==> src/rtl/branch_ctrl_pkg.sv <==
// Shared definitions for the branch/trap redirect path: state encoding,
// redirect source flags and default widths reused by BranchUnit.
package branch_ctrl_pkg;

  typedef enum logic [1:0] {
    BOOT     = 2'd0,
    IDLE     = 2'd1,
    FLUSH    = 2'd2,
    REDIRECT = 2'd3
  } state_e;

  localparam logic SRC_BRANCH = 1'b0;
  localparam logic SRC_TRAP   = 1'b1;

  localparam int unsigned   ADDR_WIDTH   = 64;
  localparam logic [63:0]   RESET_VECTOR = 64'h0;
  localparam int unsigned   FLUSH_CYCLES = 3;
  localparam int unsigned   COUNT_WIDTH  = 32;
  localparam int unsigned   TIMER_WIDTH  = 4;

  // Timer reload value so that flush_o stays high for exactly n cycles.
  function automatic logic [TIMER_WIDTH-1:0] flush_reload(input int unsigned n);
    flush_reload = TIMER_WIDTH'(n - 1);
  endfunction

endpackage

==> src/rtl/branch_redirect_sequencer_flush_timer.sv <==
// Loadable down-counter that paces the pipeline flush; done_o flags zero.
module flush_timer
  import branch_ctrl_pkg::*;
#(
  parameter int unsigned Width = TIMER_WIDTH
) (
  input  logic             clk_i,
  input  logic             rst_ni,
  input  logic             load_i,
  input  logic [Width-1:0] value_i,
  input  logic             dec_i,
  output logic             done_o
);

  logic [Width-1:0] count_q;
  logic [Width-1:0] count_d;

  // Load has priority over decrement; the counter saturates at zero.
  always_comb begin
    count_d = count_q;
    if (load_i) begin
      count_d = value_i;
    end else if (dec_i && (count_q != {Width{1'b0}})) begin
      count_d = count_q - {{(Width-1){1'b0}}, 1'b1};
    end else begin
      count_d = count_q;
    end
  end

  // Counter register.
  always_ff @(posedge clk_i or negedge rst_ni) begin
    if (!rst_ni) begin
      count_q <= {Width{1'b0}};
    end else begin
      count_q <= count_d;
    end
  end

  assign done_o = (count_q == {Width{1'b0}});

endmodule

==> src/rtl/branch_redirect_sequencer.sv <==
// Sequences boot, branch and trap redirects to fetch: arbitration, fixed-length
// flush, valid/ready hand-off of the target PC and a completed-redirect counter.
module branch_redirect_sequencer
  import branch_ctrl_pkg::*;
#(
  parameter int unsigned              addressWidth = ADDR_WIDTH,
  parameter logic [addressWidth-1:0]  resetVector  = addressWidth'(RESET_VECTOR),
  parameter int unsigned              flushCycles  = FLUSH_CYCLES,
  parameter int unsigned              countWidth   = COUNT_WIDTH
) (
  input  logic                    clock_i,
  input  logic                    reset_i,
  input  logic                    branchValid_i,
  input  logic [addressWidth-1:0] branchTarget_i,
  input  logic                    trapValid_i,
  input  logic [addressWidth-1:0] trapTarget_i,
  input  logic                    fetchReady_i,
  output logic                    flush_o,
  output logic                    stall_o,
  output logic                    redirectValid_o,
  output logic [addressWidth-1:0] redirectPC_o,
  output logic [countWidth-1:0]   redirectCount_o
);

  localparam logic [TIMER_WIDTH-1:0] FlushReload = flush_reload(flushCycles);

  state_e                  state_q, state_d;
  logic                    flush_q, flush_d;
  logic                    stall_q, stall_d;
  logic                    valid_q, valid_d;
  logic [addressWidth-1:0] pc_q, pc_d;
  logic [addressWidth-1:0] target_q, target_d;
  logic                    src_q, src_d;
  logic [countWidth-1:0]   count_q, count_d;

  logic handshake_s;
  logic trap_preempt_s;
  logic load_s;
  logic dec_s;
  logic timer_done_s;

  assign handshake_s    = valid_q & fetchReady_i;
  // Only a branch-sourced redirect may be pre-empted; a pending trap is final.
  assign trap_preempt_s = trapValid_i & (src_q == SRC_BRANCH);

  flush_timer #(.Width(TIMER_WIDTH)) u_flush_timer (
    .clk_i   (clock_i),
    .rst_ni  (reset_i),
    .load_i  (load_s),
    .value_i (FlushReload),
    .dec_i   (dec_s),
    .done_o  (timer_done_s)
  );

  // Next-state and registered-output logic.
  always_comb begin
    state_d  = state_q;
    flush_d  = flush_q;
    stall_d  = stall_q;
    valid_d  = valid_q;
    pc_d     = pc_q;
    target_d = target_q;
    src_d    = src_q;
    count_d  = count_q;
    load_s   = 1'b0;
    dec_s    = 1'b0;
    case (state_q)
      BOOT: begin
        if (handshake_s) begin
          state_d = IDLE;
          valid_d = 1'b0;
          stall_d = 1'b0;
        end else if (trapValid_i) begin
          valid_d = 1'b1;
          pc_d    = trapTarget_i;
        end else begin
          valid_d = 1'b1;
        end
      end
      IDLE: begin
        if (trapValid_i || branchValid_i) begin
          state_d = FLUSH;
          flush_d = 1'b1;
          stall_d = 1'b1;
          load_s  = 1'b1;
          if (trapValid_i) begin
            target_d = trapTarget_i;
            src_d    = SRC_TRAP;
          end else begin
            target_d = branchTarget_i;
            src_d    = SRC_BRANCH;
          end
        end else begin
          flush_d = 1'b0;
          stall_d = 1'b0;
        end
      end
      FLUSH: begin
        if (trap_preempt_s) begin
          target_d = trapTarget_i;
          src_d    = SRC_TRAP;
          load_s   = 1'b1;
        end else if (timer_done_s) begin
          state_d = REDIRECT;
          flush_d = 1'b0;
          valid_d = 1'b1;
          pc_d    = target_q;
        end else begin
          dec_s = 1'b1;
        end
      end
      REDIRECT: begin
        // A handshake in the same cycle as a pre-empting trap still counts.
        if (handshake_s) begin
          count_d = count_q + {{(countWidth-1){1'b0}}, 1'b1};
        end else begin
          count_d = count_q;
        end
        if (trap_preempt_s) begin
          state_d  = FLUSH;
          flush_d  = 1'b1;
          valid_d  = 1'b0;
          target_d = trapTarget_i;
          src_d    = SRC_TRAP;
          load_s   = 1'b1;
        end else if (handshake_s) begin
          state_d = IDLE;
          valid_d = 1'b0;
          stall_d = 1'b0;
        end else begin
          valid_d = 1'b1;
        end
      end
      default: begin
        state_d = BOOT;
        flush_d = 1'b0;
        stall_d = 1'b1;
        valid_d = 1'b0;
        pc_d    = resetVector;
      end
    endcase
  end

  // State and output registers.
  always_ff @(posedge clock_i or negedge reset_i) begin
    if (!reset_i) begin
      state_q  <= BOOT;
      flush_q  <= 1'b0;
      stall_q  <= 1'b1;
      valid_q  <= 1'b0;
      pc_q     <= resetVector;
      target_q <= resetVector;
      src_q    <= SRC_BRANCH;
      count_q  <= {countWidth{1'b0}};
    end else begin
      state_q  <= state_d;
      flush_q  <= flush_d;
      stall_q  <= stall_d;
      valid_q  <= valid_d;
      pc_q     <= pc_d;
      target_q <= target_d;
      src_q    <= src_d;
      count_q  <= count_d;
    end
  end

  assign flush_o         = flush_q;
  assign stall_o         = stall_q;
  assign redirectValid_o = valid_q;
  assign redirectPC_o    = pc_q;
  assign redirectCount_o = count_q;

endmodule

==> config.mk <==
export PLATFORM = sky130hd
export DESIGN_NAME = branch_redirect_sequencer
export DESIGN_NICKNAME = d
export VERILOG_FILES = /design/src/rtl/branch_ctrl_pkg.sv /design/src/rtl/branch_redirect_sequencer_flush_timer.sv /design/src/rtl/branch_redirect_sequencer.sv
export SDC_FILE = /design/constraint.sdc
export NUM_CORES = 1
export LEC_CHECK = 0
export CAP_MARGIN = 20
export CORE_MARGIN = 2
export CORE_UTILIZATION = 48
export DETAILED_ROUTE_END_ITERATION = 8
export PLACE_DENSITY = 0.8
export SYNTH_ARGS = -nofsm -noshare
export SYNTH_HDL_FRONTEND = slang
export SYNTH_SLANG_ARGS = --single-unit
==> constraint.sdc <==
create_clock -name clock_i -period 2.9 [get_ports clock_i]
set_input_delay 0.87 -clock clock_i [delete_from_list [all_inputs] [get_ports clock_i]]
set_output_delay 0.87 -clock clock_i [all_outputs]
set_load 0.005 [all_outputs]
==> results_dict.tcl, run 1 <==
set metrics [dict create \
    status "complete, no violations" \
    avgSynthCellArea_um2 12.12 \
    fillers 1252 \
    cts_setup_buffers 0 \
    final-setup-viol-count 0 \
    hold_viol_final 0 \
    cts_resized 0 \
    first_global_vias 6275 \
    fp.dieW_um 135.2 \
    fp.coreArea_um2 16700 \
    p_clk_frac 0.198 \
    dp_hpwl_um 13790 \
    synth_commonest_cells "dfrtp_1 (169), mux2_2 (88), nor2_1 (73), a21oi_1 (68), mux2i_1 (65)" \
    drive_above_1_share 0.1974 \
    die_y_um 135.2 \
    netlist_instances 682 \
    floorplan.initialDensity 0.4948 \
    cp.buffers_inverters 1 \
    drt_iter0_markers 281 \
    synth_edf_count 0 \
    fin_crit_sh 0.8149 \
    syn-cell-area_um2 8263 \
    grt_pass1_wl_um 32200 \
    slowest_stage "dfstp_2" \
    synth_top_area_cell "dfrtp_1" \
    via_count 6049 \
    multi_input_area_um2 3745 \
    synth_top_area_share 0.5118 \
    peakVddDrop_mv 0.5898 \
    hold_slack_ns 0.4340 \
    nets 1046 \
    grt_start_max_net_pins 61 \
    ys.flop_type "dfrtp_1" \
    seq_area_um2 4255 \
    hold_path.class "in2async" \
    async_reset_ff_frac 1.000 \
    cp.required_ns 2.03 \
    place_congestion 0.7721 \
    finClkSkew_ns 0.008738 \
    io-pin-count 232 \
    crit_path_max_incr_delay_ns 0.55 \
    clock-sinks 170 \
    drv_cap 0 \
    h-tree-depth 4 \
    clk_latency_ns 0.42 \
    grt_usage 0.2227 \
    relSlewSlack 0.6195 \
    antenna_found_initial 0 \
    clk_pin_slew_worst_paths_ns 0.06 \
    path_max_fanout 3 \
    synth_seq_area_share 0.5150 \
    rows 47 \
    path_cells "clkdlybuf4s50_1" \
    critPathKind "reg2out" \
    die-area_um2 18280 \
    setup.worst_path.end_class "output port" \
    clockBufferDepth 2 \
    synth_cell_types 36 \
    clock-root-buffer "clkbuf_16" \
    maxSlewViolCount 0 \
    p_comb_frac 0.454 \
    via_per_inst 5.297 \
    wl_per_cell_um 17.39 \
    route.detailed.drc 0 \
    syn2layout_area_growth_pct 38.81 \
    yosys_warnings 0 \
    switching_power_uw 3565 \
    critPathArrivalTime_ns 1.49 \
    pwr-share-seq 0.348 \
    p_leak_uw 0.004798 \
    startpoint_type "flop" \
    grt_overflow 0 \
    synth_area_leaders "dfrtp_1 (51%), mux2_2 (12%), mux2i_1 (7.9%)" \
    rsz0062_at_grt "no" \
    setup_tns_ns 0 \
    worst_pin_slew_ns 0.5708 \
    min_period_ns 2.363 \
    cts_tree "built" \
    p_sw_frac 0.3099 \
    power_density_nw_per_um2 1003 \
    crit_family "flip-flops" \
    n_antenna_cell 0 \
    stdcell_count 1142 \
    dp_cells 1112 \
    p_int_uw 7938 \
    wirelength_um 19870 \
    ys_ff_latch 170 \
    drt_first_pass_iters 4 \
    ctsHoldBuffers 0 \
    synth_fp_nets 817 \
    port_buffers 231 \
    max_freq_mhz 423.2 \
    cts_made_buffers 17 \
    ant_nets 0 \
    synth_most_common_cell "dfrtp_1" \
]
==> routing by layer <==
metal | share of wire | GRT usage | wire length, um | vias up
met1 | 0.44 | 0.2948 | 8795 | 2960
met2 | 0.47 | 0.3604 | 9419 | 182
met3 | 0.069 | 0.06996 | 1375 | 19
met4 | 0.014 | 0.05382 | 274 | 0
met5 | 0 | 0 | 0 | -
li1 | - | - | - | 2888
==> final timing paths <==
path                                              endpoint  depth (start not counted)                            startpoint  slack [ns]
max in group asynchronous     redirectPC_o[18]$_DFFE_PN0P_                          2                               reset_i        1.77
max                                                stall_o                          1                   stall_o$_DFFE_PN1P_        0.54
min                        redirectCount_o[31]$_DFFE_PN0P_                          1                               reset_i        0.43
min in group clock_i       redirectCount_o[24]$_DFFE_PN0P_                          1       redirectCount_o[24]$_DFFE_PN0P_        0.49
min reg2reg                redirectCount_o[24]$_DFFE_PN0P_                          1       redirectCount_o[24]$_DFFE_PN0P_        0.49
max reg2reg                   redirectPC_o[38]$_DFFE_PN0P_                          6  u_flush_timer.count_q[0]$_DFFE_PN0P_        0.69
==> cells by family after synthesis <==
group                    share of synthesized area
XOR/XNOR                                   0.03604
AND/OR/NAND/NOR                            0.08692
buffers and inverters                      0.03513
multiplexers                                0.2714
flip-flops                                  0.5150
adder cells (fa/ha/maj)                   0.003028
AO/OA/AOI/OAI                              0.05255
==> cell type report <==
type / count / share of cell area
inverter: 7 / 0.002291
tap: 220 / 0.02400
multi-input combinational: 463 / 0.3265
sequential: 170 / 0.3710
clock inverter: 8 / 0.01047
timing repair buffer: 252 / 0.2253
clock buffer: 22 / 0.04047
==> layout by cell type, fill, tap and decap left out, drive strengths merged, types with 9 or more instances in the layout <==
master and instances:
clkdlybuf4s50 230, dfrtp 169, mux2 128, nor2 73, a21oi 68, mux2i 65
xor2 22, clkbuf 22, buf 22, nand2 18, nand3 12, xnor2 12
nand4 10, nor3 10, nor4 9
==> through the flow <==
stage                     instance area, um2  setup slack, ns  total power [uW]    util
final                                  11470           0.5368             11500  0.6868
after global routing                   11470           0.4784             12210  0.6868
after CTS                              11470           0.5078             11620  0.6868
after detailed placement               10890           0.2431              9278  0.6518
after global placement                 10890           0.3139              9123  0.6518
after floorplan                         8263           0.6196              7250       -
==> power groups by stage <==
stage	registers (uW)	clock network, uW	logic (uW)
floorplan	3910	0	3340
global placement	3990	0	5140
detailed placement	4010	0	5270
CTS	4010	2320	5290
global route	4120	2420	5670
finish	4000	2280	5220
==> state kept, by name, indices dropped and copies added, names as in the netlist, 2 cells and up <==
signal and cells:
redirectCount_o 32, u_flush_timer.count_q 4, redirectPC_o 64, target_q 64, state_q 2
Note: power is estimated with default switching activity, not from simulation.
==> run 2: changes to the inputs <==
--- a/config.mk
+++ b/config.mk
@@ -7,9 +7,9 @@
 export LEC_CHECK = 0
 export CAP_MARGIN = 20
 export CORE_MARGIN = 2
-export CORE_UTILIZATION = 48
+export CORE_UTILIZATION = 44
 export DETAILED_ROUTE_END_ITERATION = 8
-export PLACE_DENSITY = 0.8
+export PLACE_DENSITY = 0.77
 export SYNTH_ARGS = -nofsm -noshare
 export SYNTH_HDL_FRONTEND = slang
 export SYNTH_SLANG_ARGS = --single-unit
==> constraint.sdc (replaced) <==
create_clock -name clock_i -period 2.15 [get_ports clock_i]
set_input_delay 0.645 -clock clock_i [delete_from_list [all_inputs] [get_ports clock_i]]
set_output_delay 0.645 -clock clock_i [all_outputs]
set_load 0.005 [all_outputs]
==> run 2 against run 1 <==
Effect of this change: final area is 2.8% higher; sequential power increased by 35%; register-to-register slack worse by 0.62 ns; power increased by 40%; sequential share of layout area fell by 1.0 points; setup slack got worse by 0.46 ns; combinational power is 41% higher; via count up 1.5%; clock skew grew 0.0017 ns; global-route usage down 1.4 points; wire length is 3.5% higher; die area increased by 8.8%; largest cell class unchanged; highest routed layer unchanged.
==> results_dict.tcl, run 2 (same netlist as run 1, synthesis figures left out) <==
set metrics [dict create \
    status "complete, no violations" \
    setup_tns_ns 0 \
    die_y_um 141.0 \
    io-pin-count 232 \
    power_uw 16100 \
    crit_path_max_incr_delay_ns 0.43 \
    h-tree-depth 4 \
    drt_iter0_markers 258 \
    fin_area_um2 11790 \
    worst_pin_slew_ns 0.5434 \
    critPathKind "reg2reg" \
    drt_first_pass_iters 5 \
    place_congestion 0.7761 \
    clock-sinks 170 \
    antenna_found_initial 0 \
    dp_hpwl_um 14860 \
    route.met2.wl_um 9791 \
    rows 50 \
    min_period_ns 2.078 \
    cts_made_buffers 17 \
    wl_per_cell_um 17.43 \
    fp.coreArea_um2 18580 \
    crit_family "buffers and inverters" \
    n_antenna_cell 0 \
    ant_nets 0 \
    relSlewSlack 0.6378 \
    setup.worst_path.end_class "flop" \
    critPathArrivalTime_ns 2.39 \
    met3WireLength_um 1631 \
    peakVddDrop_mv 0.8490 \
    clk_latency_ns 0.42 \
    fp.dieW_um 141.0 \
    syn2layout_area_growth_pct 42.73 \
    wirelength_um 20550 \
    route.detailed.drc 0 \
    fillers 1462 \
    maxSlewViolCount 0 \
    finClkSkew_ns 0.01044 \
    wl_met1_um 8864 \
    clockBufferDepth 2 \
    nets 1067 \
    path_cells "inv_1, ha_1, or3b_1, o21ai_4, buf_4, buf_12, mux2_2" \
    grt_overflow 0 \
    utilization 0.6347 \
    highest_layer "met4" \
    floorplan.initialDensity 0.4447 \
    startpoint_type "flop" \
    pre_cts_ws_ns -0.2740 \
    fin_crit_sh 0.9664 \
    slowest_stage "or3b_1" \
    cp.required_ns 2.46 \
    layout_setup_ws_ns 0.07232 \
    grt_start_max_net_pins 57 \
    first_global_vias 6356 \
    hold_path.class "in2async" \
    drive_above_1_share 0.2190 \
    placed_area_um2 11110 \
    mostFrequentLayoutCells "clkdlybuf4s50_1 (229), dfrtp_1 (169), mux2_2 (88)" \
    die-area_um2 19890 \
    rsz0062_at_grt "no" \
    grt_pass1_wl_um 32600 \
    grt_usage 0.2091 \
    max_freq_mhz 481.3 \
    power_density_nw_per_um2 1365 \
    hold_viol_final 0 \
    p_leak_uw 0.004968 \
    clock-root-buffer "clkbuf_16" \
    port_buffers 231 \
    layout_commonest_cell "clkdlybuf4s50_1" \
    via_per_inst 5.205 \
    cts_tree "built" \
    cp.buffers_inverters 3 \
    clk_pin_slew_worst_paths_ns 0.07 \
    ctsHoldBuffers 0 \
    final-setup-viol-count 0 \
    path_max_fanout 14 \
    via_count 6137 \
    drv_cap 0 \
]
-- run 2: cell types whose count changed in the layout (fill, tap and decap cells not counted), moves of 2 or more --
cell	previous run	this run
buf_12	9	15
inv_6	0	4
buf_4	12	26
clkinvlp_4	2	0
clkbuf_1	3	1
-- run 2: routing by layer --
layer | global-route usage | vias up
met2 | 0.3386 | 198
met1 | 0.2665 | 2994
li1 | - | 2927
met5 | 0 | -
met3 | 0.07507 | 18
met4 | 0.05895 | 0
-- run 2: layout make-up --
| type | count | area [um2] | share of cell area |
|---|---|---|---|
| clock inverter | 12 | 185.2 | 0.01570 |
| clock buffer | 20 | 456.7 | 0.03872 |
| multi-input combinational | 463 | 3745 | 0.3175 |
| sequential | 170 | 4255 | 0.3608 |
| inverter | 7 | 26.28 | 0.002228 |
| timing repair buffer | 273 | 2833 | 0.2402 |
| tap | 234 | 292.8 | 0.02482 |
-- run 2: repair_timing --
action	in CTS	in global routing
setup buffers	0	2
pin swaps	0	1
resized for setup	1	0
endpoints found under the setup margin	1	10
cloned	0	1
-- run 2: where the power goes --
group,switching [uW],leakage [uW],internal [uW]
combinational,2920,0.00267,4460
clock,1300,0.000318,2030
sequential,802,0.00198,4580
total,5030,0.00497,11100
-- run 2: final timing paths --
check / start / to / slack (ns) / cells past startpoint
max: u_flush_timer.count_q[0]$_DFFE_PN0P_ / redirectPC_o[50]$_DFFE_PN0P_ / 0.07 / 7
min: reset_i / redirectPC_o[10]$_DFFE_PN0P_ / 0.18 / 1
max reg2reg: u_flush_timer.count_q[0]$_DFFE_PN0P_ / redirectPC_o[50]$_DFFE_PN0P_ / 0.07 / 7
min reg2reg: redirectCount_o[31]$_DFFE_PN0P_ / redirectCount_o[31]$_DFFE_PN0P_ / 0.47 / 1
max in group asynchronous: reset_i / target_q[39]$_DFFE_PN0P_ / 1.35 / 2
min in group clock_i: redirectCount_o[31]$_DFFE_PN0P_ / redirectCount_o[31]$_DFFE_PN0P_ / 0.47 / 1
-- run 2: worst register-to-register path, stage by stage, from the launching register on --
cell and delay (ns):
dfrtp_1 0.38, inv_1 0.09, ha_1 0.16, or3b_1 0.43
o21ai_4 0.18, buf_4 0.18, buf_12 0.18, mux2_2 0.36
-- run 2: metrics by stage --
| stage | hold slack, ns | std cells |
|---|---|---|
| after detailed placement | 0.4659 | 1144 |
| after CTS | 0.1889 | 1176 |
| after global routing | 0.2078 | 1179 |
| after floorplan | 0.3494 | 682 |
| final | 0.1796 | 1179 |
| after global placement | 0.4647 | 1144 |
==> run 3: changes to the inputs <==
--- a/config.mk
+++ b/config.mk
@@ -8,6 +8,7 @@
 export CAP_MARGIN = 20
 export CORE_MARGIN = 2
 export CORE_UTILIZATION = 44
+export CTS_CLUSTER_DIAMETER = 60
 export DETAILED_ROUTE_END_ITERATION = 8
 export PLACE_DENSITY = 0.77
 export SYNTH_ARGS = -nofsm -noshare
==> results of run 3 <==
Same layout as run 2: the final DEF is identical, and so are final timing and power.
